<file path="src/rtl/rs_dispatch_receiver_pkg.sv">
// Shared widths, default depth and the issue bundle used by the reservation station.
package rs_dispatch_receiver_pkg;

    localparam int INST_W    = 32;
    localparam int ADDR_W    = 32;
    localparam int IMM_W     = 32;
    localparam int DATA_W    = 32;
    localparam int ROB_TAG_W = 4;
    localparam int RS_DEPTH  = 8;

    typedef struct packed {
        logic [INST_W-1:0] inst;
        logic [ADDR_W-1:0] npc;
        logic [IMM_W-1:0]  imme;
        logic [DATA_W-1:0] v1;
        logic [DATA_W-1:0] v2;
    } alu_issue_t;

    // A pending operand is satisfied by a valid broadcast carrying its tag.
    function automatic logic snoop_hit(input logic cdb_valid, input logic busy, input logic tag_eq);
        return cdb_valid && busy && tag_eq;
    endfunction

endpackage

</file>
<file path="src/rtl/rs_dispatch_receiver_pick_lowest.sv">
// Priority encoder: index of the lowest set request bit, plus a found flag.
module rs_pick_lowest #(
    parameter int N     = 8,
    parameter int IDX_W = (N > 1) ? $clog2(N) : 1
) (
    input  logic [N-1:0]     req,
    output logic [IDX_W-1:0] idx,
    output logic             found
);

    always_comb begin
        idx   = '0;
        found = 1'b0;
        // Walk downward so the last hit written is the lowest index.
        for (int i = N - 1; i >= 0; i--) begin
            if (req[i]) begin
                idx   = IDX_W'(i);
                found = 1'b1;
            end
        end
    end

endmodule

</file>
<file path="src/rtl/rs_dispatch_receiver.sv">
// Reservation station receiving dispatched instructions, snooping the CDB for
// operand wakeup and issuing one ready entry per cycle to the ALU.
module rs_dispatch_receiver
    import rs_dispatch_receiver_pkg::*;
#(
    parameter int DEPTH = RS_DEPTH,
    parameter int TAG_W = ROB_TAG_W
) (
    input  logic              clk_in,
    input  logic              rst_n_in,
    input  logic              rdy_in,
    input  logic              clear,
    input  logic              dispatch_rs_rdy,
    input  logic [INST_W-1:0] to_inst,
    input  logic [ADDR_W-1:0] to_npc,
    input  logic [IMM_W-1:0]  to_imme,
    input  logic              rs1_busy,
    input  logic [TAG_W-1:0]  rs1_tag,
    input  logic [DATA_W-1:0] rs1_val,
    input  logic              rs2_busy,
    input  logic [TAG_W-1:0]  rs2_tag,
    input  logic [DATA_W-1:0] rs2_val,
    input  logic [TAG_W-1:0]  rob_tag,
    input  logic              cdb_valid,
    input  logic [TAG_W-1:0]  cdb_tag,
    input  logic [DATA_W-1:0] cdb_val,
    output logic              rs_full,
    output logic              alu_valid,
    output logic [INST_W-1:0] alu_inst,
    output logic [ADDR_W-1:0] alu_npc,
    output logic [IMM_W-1:0]  alu_imme,
    output logic [DATA_W-1:0] alu_v1,
    output logic [DATA_W-1:0] alu_v2,
    output logic [TAG_W-1:0]  alu_dest
);

    localparam int IDX_W = $clog2(DEPTH);
    localparam int CNT_W = $clog2(DEPTH + 1);

    logic [DEPTH-1:0]             valid_q,   valid_d;
    logic [DEPTH-1:0][INST_W-1:0] inst_q,    inst_d;
    logic [DEPTH-1:0][ADDR_W-1:0] npc_q,     npc_d;
    logic [DEPTH-1:0][IMM_W-1:0]  imme_q,    imme_d;
    logic [DEPTH-1:0]             q1_busy_q, q1_busy_d;
    logic [DEPTH-1:0][TAG_W-1:0]  q1_tag_q,  q1_tag_d;
    logic [DEPTH-1:0][DATA_W-1:0] v1_q,      v1_d;
    logic [DEPTH-1:0]             q2_busy_q, q2_busy_d;
    logic [DEPTH-1:0][TAG_W-1:0]  q2_tag_q,  q2_tag_d;
    logic [DEPTH-1:0][DATA_W-1:0] v2_q,      v2_d;
    logic [DEPTH-1:0][TAG_W-1:0]  dest_q,    dest_d;

    alu_issue_t       alu_q, alu_d;
    logic [TAG_W-1:0] alu_dest_q, alu_dest_d;
    logic             alu_valid_q, alu_valid_d;
    logic             rs_full_q, rs_full_d;

    logic [DEPTH-1:0] free_req, ready_req;
    logic [IDX_W-1:0] free_idx, issue_idx;
    logic             free_found, issue_found;
    logic             rs1_hit, rs2_hit, do_alloc;
    logic [CNT_W-1:0] occ;

    // Eligibility is judged on start-of-cycle state, so an entry allocated or
    // woken this cycle cannot issue before the next one.
    always_comb begin
        free_req  = ~valid_q;
        ready_req = valid_q & ~q1_busy_q & ~q2_busy_q;
    end

    rs_pick_lowest #(.N(DEPTH), .IDX_W(IDX_W)) u_pick_free (
        .req   (free_req),
        .idx   (free_idx),
        .found (free_found)
    );

    rs_pick_lowest #(.N(DEPTH), .IDX_W(IDX_W)) u_pick_issue (
        .req   (ready_req),
        .idx   (issue_idx),
        .found (issue_found)
    );

    assign rs1_hit  = snoop_hit(cdb_valid, rs1_busy, rs1_tag == cdb_tag);
    assign rs2_hit  = snoop_hit(cdb_valid, rs2_busy, rs2_tag == cdb_tag);
    assign do_alloc = dispatch_rs_rdy && free_found && !clear;

    always_comb begin
        valid_d     = valid_q;
        inst_d      = inst_q;
        npc_d       = npc_q;
        imme_d      = imme_q;
        q1_busy_d   = q1_busy_q;
        q1_tag_d    = q1_tag_q;
        v1_d        = v1_q;
        q2_busy_d   = q2_busy_q;
        q2_tag_d    = q2_tag_q;
        v2_d        = v2_q;
        dest_d      = dest_q;
        alu_d       = alu_q;
        alu_dest_d  = alu_dest_q;
        alu_valid_d = alu_valid_q;
        rs_full_d   = rs_full_q;
        occ         = '0;

        if (rdy_in) begin
            alu_valid_d = 1'b0;
            if (clear) begin
                valid_d   = '0;
                rs_full_d = 1'b0;
            end else begin
                for (int i = 0; i < DEPTH; i++) begin
                    if (valid_q[i] && snoop_hit(cdb_valid, q1_busy_q[i], q1_tag_q[i] == cdb_tag)) begin
                        q1_busy_d[i] = 1'b0;
                        v1_d[i]      = cdb_val;
                    end
                    if (valid_q[i] && snoop_hit(cdb_valid, q2_busy_q[i], q2_tag_q[i] == cdb_tag)) begin
                        q2_busy_d[i] = 1'b0;
                        v2_d[i]      = cdb_val;
                    end
                end

                if (issue_found) begin
                    valid_d[issue_idx] = 1'b0;
                    alu_valid_d        = 1'b1;
                    alu_d.inst         = inst_q[issue_idx];
                    alu_d.npc          = npc_q[issue_idx];
                    alu_d.imme         = imme_q[issue_idx];
                    alu_d.v1           = v1_q[issue_idx];
                    alu_d.v2           = v2_q[issue_idx];
                    alu_dest_d         = dest_q[issue_idx];
                end

                // Free slot comes from start-of-cycle state, so it never
                // aliases the entry issuing on this same edge.
                if (do_alloc) begin
                    valid_d[free_idx]   = 1'b1;
                    inst_d[free_idx]    = to_inst;
                    npc_d[free_idx]     = to_npc;
                    imme_d[free_idx]    = to_imme;
                    q1_busy_d[free_idx] = rs1_busy && !rs1_hit;
                    q1_tag_d[free_idx]  = rs1_tag;
                    v1_d[free_idx]      = rs1_hit ? cdb_val : rs1_val;
                    q2_busy_d[free_idx] = rs2_busy && !rs2_hit;
                    q2_tag_d[free_idx]  = rs2_tag;
                    v2_d[free_idx]      = rs2_hit ? cdb_val : rs2_val;
                    dest_d[free_idx]    = rob_tag;
                end

                for (int i = 0; i < DEPTH; i++) begin
                    occ = occ + CNT_W'(valid_d[i]);
                end
                // One slot of slack absorbs the instruction already in the
                // dispatch register when full is seen.
                rs_full_d = (occ >= CNT_W'(DEPTH - 1));
            end
        end
    end

    always_ff @(posedge clk_in) begin
        if (!rst_n_in) begin
            valid_q     <= '0;
            inst_q      <= '0;
            npc_q       <= '0;
            imme_q      <= '0;
            q1_busy_q   <= '0;
            q1_tag_q    <= '0;
            v1_q        <= '0;
            q2_busy_q   <= '0;
            q2_tag_q    <= '0;
            v2_q        <= '0;
            dest_q      <= '0;
            alu_q       <= '0;
            alu_dest_q  <= '0;
            alu_valid_q <= 1'b0;
            rs_full_q   <= 1'b0;
        end else begin
            valid_q     <= valid_d;
            inst_q      <= inst_d;
            npc_q       <= npc_d;
            imme_q      <= imme_d;
            q1_busy_q   <= q1_busy_d;
            q1_tag_q    <= q1_tag_d;
            v1_q        <= v1_d;
            q2_busy_q   <= q2_busy_d;
            q2_tag_q    <= q2_tag_d;
            v2_q        <= v2_d;
            dest_q      <= dest_d;
            alu_q       <= alu_d;
            alu_dest_q  <= alu_dest_d;
            alu_valid_q <= alu_valid_d;
            rs_full_q   <= rs_full_d;
        end
    end

    assign rs_full   = rs_full_q;
    assign alu_valid = alu_valid_q;
    assign alu_inst  = alu_q.inst;
    assign alu_npc   = alu_q.npc;
    assign alu_imme  = alu_q.imme;
    assign alu_v1    = alu_q.v1;
    assign alu_v2    = alu_q.v2;
    assign alu_dest  = alu_dest_q;

    // Dispatch must honour rs_full; an instruction arriving with no free slot is lost.
    a_dispatch_into_full: assert property (@(posedge clk_in) disable iff (!rst_n_in)
        !(rdy_in && !clear && dispatch_rs_rdy && !free_found));

endmodule

</file>
<file path="config.mk">
export PLATFORM = sky130hd
export DESIGN_NAME = rs_dispatch_receiver
export DESIGN_NICKNAME = d
export VERILOG_FILES = /design/src/rtl/rs_dispatch_receiver_pkg.sv /design/src/rtl/rs_dispatch_receiver_pick_lowest.sv /design/src/rtl/rs_dispatch_receiver.sv
export SDC_FILE = /design/constraint.sdc
export NUM_CORES = 2
export LEC_CHECK = 0
export CORE_MARGIN = 5
export CORE_UTILIZATION = 55
export DETAILED_ROUTE_END_ITERATION = 7
export GPL_ROUTABILITY_DRIVEN = 0
export PLACE_DENSITY = 0.85
export SLEW_MARGIN = 40
export SYNTH_ARGS = -nofsm -noshare
export SYNTH_HDL_FRONTEND = slang
export SYNTH_SLANG_ARGS = --single-unit
</file>
<file path="constraint.sdc">
create_clock -name clk_in -period 10.9 [get_ports clk_in]
set_input_delay 2.725 -clock clk_in [delete_from_list [all_inputs] [get_ports clk_in]]
set_output_delay 2.725 -clock clk_in [all_outputs]
set_load 0.05 [all_outputs]
</file>
==> tab_implementation.tex <==
\begin{tabular}{lr}
\hline
Metric & Value \\
\hline
\multicolumn{2}{l}{\textbf{Status}} \\
\quad Run status & finished with violations \\
\quad Violations in the final reports & design-rule violations \\
\multicolumn{2}{l}{\textbf{Clock network}} \\
\quad Clock sink total & 1566 \\
\quad Post-cts repair resize count & 0 \\
\quad Post-CTS Repair Setup Buffers & 0 \\
\quad Bufs on Longest Clock Path & 3 \\
\quad Hold-fix buffer count after cts & 0 \\
\quad CTS clock-pin slew for the worst setup and hold paths & 60 ps \\
\quad Clock network latency to the later pin of the worst-skew pair & 820 ps \\
\quad Total CTS buffers & 158 \\
\quad TritonCTS clock tree & done \\
\quad Root Buffer Master & clkbuf\_16 \\
\quad Total number of H-tree levels & 4 \\
\multicolumn{2}{l}{\textbf{STA}} \\
\quad Unrepaired setup endpoints after global routing & no \\
\quad Worst-margin pin slew & 967 ps \\
\quad Clock Skew & 42.1 ps \\
\quad Setup violation total in the final timing report & 0 \\
\quad Relative slew margins & 33.7\% \\
\quad Post-Route Setup TNS & 0 ps \\
\quad Final hold violation count & 0 \\
\quad Period minus WS final & 6780 ps \\
\quad Highest clock rate & 147 MHz \\
\quad Number of slew-limit violations in the final report & 0 \\
\quad Final worst path period share & 62.2\% \\
\multicolumn{2}{l}{\textbf{Routing}} \\
\quad Initial drt markers & 13694 \\
\quad Number of optimization iterations in the first detailed-route pass & 8 \\
\quad Total via count in the routed design & 74827 \\
\quad Via/cell ratio & 6.96 \\
\quad Remaining number of nets flagged by the antenna check after routing & 0 \\
\quad Routed len/inst & 26.3 um \\
\quad DRC violations left & 4 \\
\quad Wire length after detailed routing & 283 mm \\
\multicolumn{2}{l}{\textbf{Power}} \\
\quad Overall power after layout & 0.0120 W \\
\quad Worst IR drop on VDD & 0.000143 V \\
\quad Leakage & 28.3 nW \\
\quad Ratio of total power to cell area & 147 nW/um\^{}2 \\
\multicolumn{2}{l}{\textbf{Global routing}} \\
\quad Tot GR Track Use & 38.0\% \\
\quad Number of antenna violations at the first check in global routing & 54 \\
\quad Maximum number of pins on one net before global-route repair & 150 \\
\quad First-pass GRT wire length & 420 mm \\
\quad Via count of the first global-routing pass & 71328 \\
\quad Overflow left after global routing & 0 \\
\multicolumn{2}{l}{\textbf{Floorplanning}} \\
\quad Core area & 131000 um\^{}2 \\
\quad Area enclosed by the die boundary & 139000 um\^{}2 \\
\quad Initial Util & 55.3\% \\
\quad Die height & 373 um \\
\quad Die Span X & 373 um \\
\quad Number of top-level design ports & 382 \\
\quad Std-Cell Rows & 133 \\
\multicolumn{2}{l}{\textbf{Cells and area}} \\
\quad Commonest non-fill, non-tap cells in the layout & 2162 x nand2\_1, 1566 x dfxtp\_1, 1067 x a21oi\_1 \\
\quad Synthesis-to-finish area growth & 12.5\% \\
\quad Proportion of layout cells with a drive suffix above 1 & 7.57\% \\
\quad Fill cell instance count of the final layout & 10695 \\
\quad Register area & 31400 um\^{}2 \\
\quad Most common library cell in the layout ignoring fill and taps & nand2\_1 \\
\quad Total area of multi-input combinational cells & 37100 um\^{}2 \\
\quad Net total in the final layout & 9058 \\
\multicolumn{2}{l}{\textbf{Hold path}} \\
\quad Hold Crit Depth & 2 \\
\quad Path type of the worst min-delay path & flop to flop \\
\quad Worst Hold Endpoint & npc\_q[112]\$\_SDFFE\_PN0P\_ \\
\quad Startpoint of the tightest hold check path & npc\_q[112]\$\_SDFFE\_PN0P\_ \\
\multicolumn{2}{l}{\textbf{Logic synthesis}} \\
\quad Area share of the largest cell type after synthesis & 43.2\% \\
\quad Synthesized area & 72600 um\^{}2 \\
\quad Total nets after synthesis & 9388 \\
\quad Post-synthesis sequential area ratio & 43.2\% \\
\quad Most area-consuming cells after synthesis & dfxtp\_1 43\%, nand2\_1 11\%, a21oi\_1 7.4\%, mux2i\_1 4.8\%, clkbuf\_1 3.7\% \\
\quad Synthesized area divided by synthesized cell count & 7.92 um\^{}2 \\
\quad Yosys synthesis warning count & 0 \\
\quad Distinct cells, synth & 78 \\
\quad Ys async rst share & 0\% \\
\quad FF+latch count, synth & 1566 \\
\quad Ys flop type & dfxtp\_1 \\
\quad Gate count of the mapped netlist & 9165 \\
\quad Number of flops mapped to enable cells by yosys & 0 \\
\quad Yosys top cell by area & dfxtp\_1 \\
\multicolumn{2}{l}{\textbf{Critical path}} \\
\quad Data arrival time of the worst path & 7530 ps \\
\quad Endpoint required time on the critical path & 11650 ps \\
\quad CP bufs+invs & 3 \\
\quad Worst reg-to-reg setup slack & 5390 ps \\
\quad Capturing element type of the critical path & flop \\
\quad Maximum net fanout on the critical path & 46 \\
\quad Family with the most delay on the worst path & adder cells \\
\quad Terminus of the critical flop-to-flop path & rs\_full\$\_SDFFE\_PN0P\_ \\
\quad Crit Path Class & primary input to flop \\
\quad Worst reg2reg path depth & 15 \\
\quad Slowest cell on the critical path & clkdlybuf4s50\_1 \\
\quad Critical R2R Launch & valid\_q[1]\$\_SDFFE\_PN0P\_ \\
\quad Sequence of cells on the critical path & clkdlybuf4s50\_1, nand2b\_1, a31oi\_4, buf\_6, nand2\_1, nand2\_1, fa\_1, fa\_1, fa\_1, ha\_1, inv\_1, fa\_1, nand3b\_1, a21boi\_0, o21ai\_0, a21oi\_1 \\
\quad Nature of the critical path startpoint & primary input \\
\quad Cell repeated most along the worst path & fa\_1 \\
\quad Maximum single-stage delay on the critical path & 640 ps \\
\multicolumn{2}{l}{\textbf{Placed design}} \\
\quad Number of input and output port buffers inserted & 381 \\
\quad Placed wire-length estimate after detailed placement & 153 mm \\
\multicolumn{2}{l}{\textbf{Job}} \\
\quad Number of maximum-capacitance constraint violations & 0 \\
\hline
\end{tabular}
[per-layer routing]
layer  share of wire (%)  GRT usage (%)  vias to the layer above  wire length (um)
met5                0.15          0.823                        -               429
li1                    -              -                    31803                 -
met2                  42           56.3                     6478            119000
met3                  16           13.9                     1687             46300
met4                 7.7           25.8                       40             21800
met1                  34           45.9                    34819             95800
[worst max path at each step]
stage | start | endpoint | slack, ps | cells after the start
6_report | clear | rs_full$_SDFFE_PN0P_ | 4120 | 16
5_1_grt | clear | rs_full$_SDFFE_PN0P_ | 3960 | 16
4_1_cts | clear | rs_full$_SDFFE_PN0P_ | 3840 | 16
3_5_place_dp | clear | rs_full$_SDFFE_PN0P_ | 3010 | 16
3_3_place_gp | clear | rs_full$_SDFFE_PN0P_ | 2780 | 16
2_1_floorplan | clear | rs_full$_SDFFE_PN0P_ | 4080 | 17
[Yosys cell counts, drive strengths merged, types with 56 or more instances]
master and count:
nand3 359, a221oi 172, a21oi 1074, mux2i 350, dfxtp 1566, clkbuf 721, nor3 111, o22a 61
buf 312, mux2 158, o21ai 479, nor2 263, inv 81, and3 142, a31oi 236, a22oi 56
nand2 2180, o221ai 134, o22ai 191, a32o 126
[cells by family after synthesis]
kind of cell | Yosys count | synth area share (%)
AO/OA/AOI/OAI | 2724 | 23.5
flip-flops | 1566 | 43.2
multiplexers | 508 | 7.28
AND/OR/NAND/NOR | 3177 | 18.3
XOR/XNOR | 69 | 0.833
buffers and inverters | 1114 | 6.63
adder cells (fa/ha/maj) | 7 | 0.162
[registers in the layout, summed over array words and instances, names as in the netlist, 32 cells and up]
register	count
alu_npc	32
npc_q	256
dest_q	32
alu_v2	32
q1_tag_q	32
imme_q	256
v2_q	256
v1_q	256
alu_inst	32
alu_imme	32
q2_tag_q	32
inst_q	256
alu_v1	32
[stage by stage]
step | instances | hold slack [ps] | setup slack (ps) | instance area, um^2 | utilization, %
after floorplan | 9165 | 432 | 4080 | 72600 | -
after global placement | 10415 | 437 | 2780 | 75700 | 57.7
after detailed placement | 10428 | 443 | 3010 | 76200 | 58.0
after CTS | 10712 | 451 | 3840 | 81400 | 62.0
after global routing | 10731 | 462 | 3960 | 81600 | 62.1
final | 10757 | 451 | 4120 | 81700 | 62.2
[final cells by class]
type                    instances  area share [%]
clock inverters                41           0.697
inverters                      81           0.382
flip-flops and latches       1566            38.4
clock buffers                 243            5.71
diodes                         43           0.132
multi-input cells            6485            45.4
well taps                    1755            2.69
repair buffers                543            6.59
[worst min-delay path: stages, from the launching register on]
cell and delay, ps:
dfxtp_1 300, nand2_1 50, a21oi_1 50
[where the power goes]
part           switching (W)  total [W]  internal [W]  leakage (nW)
clock                0.00237    0.00554       0.00317          2.56
combinational       0.000496   0.000705      0.000209          13.2
sequential         0.0000257    0.00578       0.00576          12.6
total                0.00289     0.0120       0.00914          28.3
Note: power is estimated with default switching activity, not from simulation.
